<file path="src/rtl/fb_arbiter_if.sv">
// fb_arbiter_if: bundles the MCU write port, scan-out read port, frame buffer
// RAM port and draw scheduler handshake of the frame buffer arbiter.
// The slave modport is the arbiter's view; the master modport is the
// surrounding system (MCU path, LCD sequencer and RAM).
interface fb_arbiter_if #(
    parameter int DATAW = 6,
    parameter int ADDRW = 15
);
    logic             wr_valid;
    logic [ADDRW-1:0] wr_addr;
    logic [DATAW-1:0] wr_data;
    logic             wr_ready;

    logic             rd_req;
    logic [ADDRW-1:0] rd_addr;
    logic             rd_valid;
    logic [DATAW-1:0] rd_data;

    logic [ADDRW-1:0] ram_addr;
    logic [DATAW-1:0] ram_din;
    logic             ram_we;
    logic             ram_re;
    logic [DATAW-1:0] ram_dout;

    logic             draw_req;
    logic             frame_done;
    logic             draw;
    logic             busy;
    logic [7:0]       frames;
    logic             scan_err;

    modport slave (
        input  wr_valid, wr_addr, wr_data,
        output wr_ready,
        input  rd_req, rd_addr,
        output rd_valid, rd_data,
        output ram_addr, ram_din, ram_we, ram_re,
        input  ram_dout,
        input  draw_req, frame_done,
        output draw, busy, frames, scan_err
    );

    modport master (
        output wr_valid, wr_addr, wr_data,
        input  wr_ready,
        output rd_req, rd_addr,
        input  rd_valid, rd_data,
        input  ram_addr, ram_din, ram_we, ram_re,
        output ram_dout,
        output draw_req, frame_done,
        input  draw, busy, frames, scan_err
    );
endinterface

</file>
<file path="src/rtl/fb_arbiter.sv">
// fb_arbiter: shares the single-port frame buffer RAM between the LCD scan-out
// reads (strict priority) and buffered MCU pixel writes, and schedules frame
// draws so that a draw only starts once every queued write has reached RAM.
// A watchdog pulls the scheduler out of SCAN if the sequencer never reports
// frame completion.
module fb_arbiter #(
    parameter int DATAW        = 6,
    parameter int ADDRW        = 15,
    parameter int FIFO_DEPTH   = 4,
    parameter int SCAN_TIMEOUT = 80000
) (
    input  logic        clock,
    input  logic        reset,
    fb_arbiter_if.slave bus
);

    localparam int PTRW = $clog2(FIFO_DEPTH);

    typedef enum logic [1:0] {
        IDLE,
        DRAIN,
        FIRE,
        SCAN
    } state_t;

    state_t state;
    state_t state_next;

    logic [ADDRW-1:0] fifo_addr [FIFO_DEPTH];
    logic [DATAW-1:0] fifo_data [FIFO_DEPTH];
    logic [PTRW-1:0]  wr_ptr;
    logic [PTRW-1:0]  rd_ptr;
    logic [PTRW:0]    count;
    logic             fifo_empty;
    logic             fifo_full;
    logic             push;
    logic             pop;
    logic             wr_ready;

    logic [ADDRW-1:0] ram_addr;
    logic [DATAW-1:0] ram_din;
    logic             ram_we;
    logic             ram_re;

    logic             rd_valid_q;
    logic             pending;
    logic [16:0]      wdog;
    logic [7:0]       frames_q;
    logic             scan_err_q;
    logic             frame_hit;
    logic             timeout_hit;

    assign fifo_empty = (count == '0);
    assign fifo_full  = (count == (PTRW+1)'(FIFO_DEPTH));

    // Writes are held off while draining so the draw sees a settled frame
    // buffer; the reset term keeps the port closed during the reset cycle.
    assign wr_ready = !reset && !fifo_full && (state != DRAIN);
    assign push     = bus.wr_valid && wr_ready;
    assign pop      = !reset && !bus.rd_req && !fifo_empty;

    // FIFO storage needs no reset: only entries between the pointers are live.
    always_ff @(posedge clock) begin
        if (push) begin
            fifo_addr[wr_ptr] <= bus.wr_addr;
            fifo_data[wr_ptr] <= bus.wr_data;
        end
    end

    // FIFO pointers and occupancy; a push and pop in the same cycle cancel.
    always_ff @(posedge clock) begin
        if (reset) begin
            wr_ptr <= '0;
            rd_ptr <= '0;
            count  <= '0;
        end else begin
            if (push) begin
                wr_ptr <= wr_ptr + PTRW'(1);
            end
            if (pop) begin
                rd_ptr <= rd_ptr + PTRW'(1);
            end
            if (push && !pop) begin
                count <= count + (PTRW+1)'(1);
            end else if (pop && !push) begin
                count <= count - (PTRW+1)'(1);
            end
        end
    end

    // Fixed-priority RAM port mux: scan read first, then the FIFO head.
    always_comb begin
        ram_addr = '0;
        ram_din  = '0;
        ram_we   = 1'b0;
        ram_re   = 1'b0;
        if (!reset) begin
            if (bus.rd_req) begin
                ram_addr = bus.rd_addr;
                ram_re   = 1'b1;
            end else if (!fifo_empty) begin
                ram_addr = fifo_addr[rd_ptr];
                ram_din  = fifo_data[rd_ptr];
                ram_we   = 1'b1;
            end
        end
    end

    // Read-valid tracks the read strobe one cycle later; the data itself is
    // the RAM's registered output, so it is only qualified here.
    always_ff @(posedge clock) begin
        if (reset) begin
            rd_valid_q <= 1'b0;
        end else begin
            rd_valid_q <= bus.rd_req;
        end
    end

    // Scheduler state register.
    always_ff @(posedge clock) begin
        if (reset) begin
            state <= IDLE;
        end else begin
            state <= state_next;
        end
    end

    // Scheduler next state. DRAIN may leave on the cycle that retires the last
    // queued write, since that write lands in RAM on the same edge.
    always_comb begin
        state_next  = state;
        frame_hit   = 1'b0;
        timeout_hit = 1'b0;
        case (state)
            IDLE: begin
                if (bus.draw_req || pending) begin
                    state_next = DRAIN;
                end
            end
            DRAIN: begin
                if (!bus.rd_req && (fifo_empty || count == (PTRW+1)'(1))) begin
                    state_next = FIRE;
                end
            end
            FIRE: begin
                state_next = SCAN;
            end
            SCAN: begin
                if (bus.frame_done) begin
                    frame_hit  = 1'b1;
                    state_next = IDLE;
                end else if (wdog == 17'(SCAN_TIMEOUT - 1)) begin
                    timeout_hit = 1'b1;
                    state_next  = IDLE;
                end
            end
            default: begin
                state_next = IDLE;
            end
        endcase
    end

    // Pending latch merges requests seen while a draw is in progress; a
    // request arriving in FIRE itself wins over the clear.
    always_ff @(posedge clock) begin
        if (reset) begin
            pending <= 1'b0;
        end else if (bus.draw_req && state != IDLE) begin
            pending <= 1'b1;
        end else if (state == FIRE) begin
            pending <= 1'b0;
        end
    end

    // Watchdog restarts at each draw and counts SCAN cycles, saturating.
    always_ff @(posedge clock) begin
        if (reset) begin
            wdog <= '0;
        end else if (state == FIRE) begin
            wdog <= '0;
        end else if (state == SCAN && wdog != 17'(SCAN_TIMEOUT)) begin
            wdog <= wdog + 17'd1;
        end
    end

    // Frame counter and sticky watchdog error.
    always_ff @(posedge clock) begin
        if (reset) begin
            frames_q   <= '0;
            scan_err_q <= 1'b0;
        end else begin
            if (frame_hit) begin
                frames_q <= frames_q + 8'd1;
            end
            if (timeout_hit) begin
                scan_err_q <= 1'b1;
            end
        end
    end

    assign bus.wr_ready = wr_ready;
    assign bus.ram_addr = ram_addr;
    assign bus.ram_din  = ram_din;
    assign bus.ram_we   = ram_we;
    assign bus.ram_re   = ram_re;
    assign bus.rd_valid = rd_valid_q;
    assign bus.rd_data  = rd_valid_q ? bus.ram_dout : '0;
    assign bus.draw     = (state == FIRE);
    assign bus.busy     = (state != IDLE);
    assign bus.frames   = frames_q;
    assign bus.scan_err = scan_err_q;

endmodule
</file>
<file path="src/flat_wrapper.sv">
// flat-port wrapper written by rule: the top's interface ports become plain ports
module fb_arbiter_flat 
#(
    parameter int DATAW        = 6,
    parameter int ADDRW        = 15,
    parameter int FIFO_DEPTH   = 4,
    parameter int SCAN_TIMEOUT = 80000
)
  (clock, reset, bus_wr_valid, bus_wr_addr, bus_wr_data, bus_wr_ready, bus_rd_req, bus_rd_addr, bus_rd_valid, bus_rd_data, bus_ram_addr, bus_ram_din, bus_ram_we, bus_ram_re, bus_ram_dout, bus_draw_req, bus_frame_done, bus_draw, bus_busy, bus_frames, bus_scan_err);
  fb_arbiter_if #(.DATAW(DATAW), .ADDRW(ADDRW)) bus_i ();
  input  logic clock;
  input  logic reset;
  input wire logic [$bits(bus_i.wr_valid)-1:0] bus_wr_valid;
  input wire logic [$bits(bus_i.wr_addr)-1:0] bus_wr_addr;
  input wire logic [$bits(bus_i.wr_data)-1:0] bus_wr_data;
  output wire logic [$bits(bus_i.wr_ready)-1:0] bus_wr_ready;
  input wire logic [$bits(bus_i.rd_req)-1:0] bus_rd_req;
  input wire logic [$bits(bus_i.rd_addr)-1:0] bus_rd_addr;
  output wire logic [$bits(bus_i.rd_valid)-1:0] bus_rd_valid;
  output wire logic [$bits(bus_i.rd_data)-1:0] bus_rd_data;
  output wire logic [$bits(bus_i.ram_addr)-1:0] bus_ram_addr;
  output wire logic [$bits(bus_i.ram_din)-1:0] bus_ram_din;
  output wire logic [$bits(bus_i.ram_we)-1:0] bus_ram_we;
  output wire logic [$bits(bus_i.ram_re)-1:0] bus_ram_re;
  input wire logic [$bits(bus_i.ram_dout)-1:0] bus_ram_dout;
  input wire logic [$bits(bus_i.draw_req)-1:0] bus_draw_req;
  input wire logic [$bits(bus_i.frame_done)-1:0] bus_frame_done;
  output wire logic [$bits(bus_i.draw)-1:0] bus_draw;
  output wire logic [$bits(bus_i.busy)-1:0] bus_busy;
  output wire logic [$bits(bus_i.frames)-1:0] bus_frames;
  output wire logic [$bits(bus_i.scan_err)-1:0] bus_scan_err;
  assign bus_i.wr_valid = bus_wr_valid;
  assign bus_i.wr_addr = bus_wr_addr;
  assign bus_i.wr_data = bus_wr_data;
  assign bus_wr_ready = bus_i.wr_ready;
  assign bus_i.rd_req = bus_rd_req;
  assign bus_i.rd_addr = bus_rd_addr;
  assign bus_rd_valid = bus_i.rd_valid;
  assign bus_rd_data = bus_i.rd_data;
  assign bus_ram_addr = bus_i.ram_addr;
  assign bus_ram_din = bus_i.ram_din;
  assign bus_ram_we = bus_i.ram_we;
  assign bus_ram_re = bus_i.ram_re;
  assign bus_i.ram_dout = bus_ram_dout;
  assign bus_i.draw_req = bus_draw_req;
  assign bus_i.frame_done = bus_frame_done;
  assign bus_draw = bus_i.draw;
  assign bus_busy = bus_i.busy;
  assign bus_frames = bus_i.frames;
  assign bus_scan_err = bus_i.scan_err;
  fb_arbiter #(.DATAW(DATAW), .ADDRW(ADDRW), .FIFO_DEPTH(FIFO_DEPTH), .SCAN_TIMEOUT(SCAN_TIMEOUT)) u_core (.clock(clock), .reset(reset), .bus(bus_i));
endmodule
</file>
<file path="config.mk">
export PLATFORM = sky130hd
export DESIGN_NAME = fb_arbiter_flat
export DESIGN_NICKNAME = d
export VERILOG_FILES = /design/src/rtl/fb_arbiter_if.sv /design/src/rtl/fb_arbiter.sv /design/src/flat_wrapper.sv
export SDC_FILE = /design/constraint.sdc
export NUM_CORES = 1
export LEC_CHECK = 0
export ABC_AREA = 0
export BUFFER_PORTS_ARGS = -buffer_cell sky130_fd_sc_hd__buf_2
export CAP_MARGIN = 20
export CORE_MARGIN = 4
export CORE_UTILIZATION = 50
export CTS_BUF_LIST = sky130_fd_sc_hd__clkbuf_16
export CTS_CLUSTER_DIAMETER = 120
export DETAILED_ROUTE_END_ITERATION = 12
export PLACE_DENSITY = 0.75
export SYNTH_ARGS = -nofsm -noshare
export SYNTH_HDL_FRONTEND = slang
export SYNTH_SLANG_ARGS = --single-unit
</file>
<file path="constraint.sdc">
create_clock -name clock -period 1.97 [get_ports clock]
set_clock_uncertainty 0.2 [all_clocks]
set_input_delay 0.394 -clock clock [delete_from_list [all_inputs] [get_ports clock]]
set_output_delay 0.394 -clock clock [all_outputs]
set_load 0.05 [all_outputs]
</file>
==> impl_metrics.json <==
{
  "gp_congestion": 0.791,
  "cts_buffers": 17,
  "powerDensity_nw_per_um2": 1160,
  "root_buffer": "clkbuf_16",
  "synth_seq_cells": 123,
  "peakVddDrop_mv": 0.701,
  "grt_pass1_wl_um": 20300,
  "min_from": "bus_wr_addr[10]",
  "syn_area_per_cell_um2": 14.0,
  "maxSlewHeadroom": 0.753,
  "timing.rr.end": "u_core.fifo_data[1][0]",
  "via_per_inst": 5.50,
  "syn_to_final_growth_pct": 42.1,
  "dr.pass1.iters": 4,
  "final_hold_viol_count": 0,
  "grt_overflow_total": 0,
  "clk_pin_slew_ns": 0.06,
  "synthesis.nets": 448,
  "hold_path_class": "input pin to flop",
  "worstHoldPathCells": 1,
  "die_x_um": 111,
  "diodes": 0,
  "final_cell_mix": "edfxtp_1, buf_2, dfxtp_1",
  "setup-violations-final": 99,
  "synth_area_um2": 5350,
  "crit_fanout": 6,
  "leakagePower_nw": 2.90,
  "cap_violations": 0,
  "synth_ff_type": "edfxtp_1",
  "dieArea_um2": 12400,
  "grt_pass1_vias": 3964,
  "ff2ff_setup_slack_ns": -0.10,
  "via_count": 3722,
  "netlist_instances": 383,
  "fin_crit_sh": 1.27,
  "hpwl_um": 7830,
  "synth.distinct_cells": 52,
  "clock_latency_ns": 0.41,
  "drt_iter0_drc": 208,
  "antenna_found_initial": 0,
  "rsz0062_at_grt": "true",
  "fin_area_um2": 7590,
  "crit_type": "flop to primary output",
  "ioPinCount": 90,
  "postRouteAntennaNets": 0,
  "arrival_ns": 1.91,
  "wl_um": 13100,
  "worst_slack_ns": -0.532,
  "track_usage": 0.209,
  "cts_buffer_depth": 2,
  "std_cell_rows": 37,
  "yosysWarnings": 0,
  "die_height_um": 111,
  "fin_util": 0.732,
  "ys_async_sr_fraction": 0,
  "required_ns": 1.38,
  "synth_edf_count": 84,
  "fmax_ghz": 0.400,
  "cts_tree": "done",
  "start_kind": "flop",
  "final_common_cell": "edfxtp_1",
  "rr_startpoint": "u_core.count[0]",
  "start_util": 0.515,
  "fin_crit_ns": 2.50,
  "place_area_um2": 6420,
  "cts_sinks": 123,
  "nets": 593,
  "endpoint_kind": "primary output",
  "drive_above_1_share": 0.442,
  "hold-path-endpoint": "u_core.fifo_addr[2][10]",
  "tightest_slew_ns": 0.367,
  "drv_slew": 0,
  "htreeDepth": 4,
  "drc": 0,
  "reg2reg_depth": 8,
  "post_drt_wl_per_cell_um": 19.4,
  "grt_max_degree": 22,
  "core_area_um2": 10400,
  "io_buffers": 89,
  "status": "complete, but fails checks",
  "seq_area_frac_synth": 0.618,
  "violations": "setup timing",
  "n_fill_cell": 668
}
## critical path, stage by stage (launching register included)
cell	delay, ns
dfxtp_4	0.41
buf_12	0.15
mux4_2	0.55
a22o_4	0.24
buf_8	0.15
## power by group
group | switching [W] | leakage (nW) | internal (W)
Clock | 0.00119 | 0.277 | 0.00188
Sequential | 0.000128 | 1.08 | 0.00297
Combinational | 0.00131 | 1.54 | 0.00130
## routing by layer
| layer | vias to the layer above | track usage | wire length (um) |
|---|---|---|---|
| met3 | 17 | 0.0516 | 783 |
| li1 | 1739 | - | - |
| met1 | 1835 | 0.260 | 5160 |
| met4 | 0 | 0.0714 | 197 |
| met5 | - | 0 | 0 |
| met2 | 131 | 0.359 | 6990 |
## what timing repair did
action	4_1_cts	5_1_grt
pin swaps	6	8
gates cloned	2	3
setup endpoints to repair	26	113
setup buffers	3	4
hold endpoints to repair	45	0
hold buffers	13	0
resized for setup	74	16
## cell families (layout without fill, tap and decap cells)
kind of cell | after synthesis | in the layout | synth area share
simple gates | 115 | 115 | 0.120
mux | 27 | 27 | 0.0997
buf+inv | 32 | 190 | 0.0248
compound gates | 54 | 54 | 0.0730
xor+xnor | 15 | 15 | 0.0246
fa+ha+maj | 17 | 17 | 0.0398
flops | 123 | 123 | 0.618
## how the worst max path moves through the flow
stage / start / to / slack [ns] / depth (start not counted)
2_1_floorplan: u_core.count[0] / u_core.count[2] / -0.41 / 7
3_3_place_gp: flop / bus_ram_addr[8] / -0.16 / 4
3_5_place_dp: flop / bus_ram_addr[8] / -0.18 / 4
4_1_cts: flop / bus_ram_addr[4] / -0.58 / 5
5_1_grt: flop / bus_ram_addr[8] / -0.57 / 4
6_report: flop / bus_ram_addr[8] / -0.53 / 4
## cell usage after synthesis, types with 2 or more instances
cell	n	area share
nor2b_1	2	0.0023
inv_1	16	0.011
xnor2_1	6	0.0098
nor2_1	29	0.020
o31ai_1	3	0.0042
or2_2	2	0.0023
a31oi_1	3	0.0035
and3_1	7	0.0082
nand2_1	19	0.013
o21ai_0	7	0.0066
a22o_1	15	0.025
nand2b_1	4	0.0047
clkbuf_1	10	0.0070
ha_1	17	0.040
mux2i_1	6	0.011
or3_1	7	0.0082
edfxtp_1	84	0.47
xor2_1	9	0.015
mux4_2	21	0.088
or4_1	3	0.0042
nand4_1	4	0.0047
and2_1	17	0.020
nand3_1	9	0.0084
buf_2	4	0.0037
a21oi_1	14	0.013
dfxtp_1	39	0.15
## layout make-up
cell class                 instances  area, um^2  share of cell area
sequential                       123        3320               0.437
multi-input combinational        228        2150               0.284
timing repair buffer             142        1300               0.172
clock buffer                      17         425              0.0560
tap                              136         170              0.0224
clock inverter                    15         163              0.0214
inverter                          16        60.1             0.00791
## sequential cells by signal, indices dropped and copies added, names as in the netlist, named ones only
signal,cells
u_core.bus.rd_valid,1
u_core.rd_ptr,2
u_core.count,3
u_core.state,2
u_core.bus.scan_err,1
u_core.bus.frames,8
u_core.fifo_data,24
u_core.wdog,17
u_core.fifo_addr,60
u_core.pending,1
u_core.wr_ptr,2
## per-stage QoR
step | instances | setup slack, ns | hold WS [ns] | setup TNS [ns] | power (W)
finish | 677 | -0.532 | 0.0213 | -13.90 | 0.00877
global route | 677 | -0.571 | 0.0146 | -20.79 | 0.00911
CTS | 671 | -0.581 | 0.000973 | -13.52 | 0.00870
detailed placement | 621 | -0.181 | 0.270 | -3.04 | 0.00521
global placement | 621 | -0.164 | 0.260 | -2.71 | 0.00515
floorplan | 383 | -0.407 | 0.245 | -25.27 | 0.00460
No activity file was read; power rests on OpenSTA's default activity.
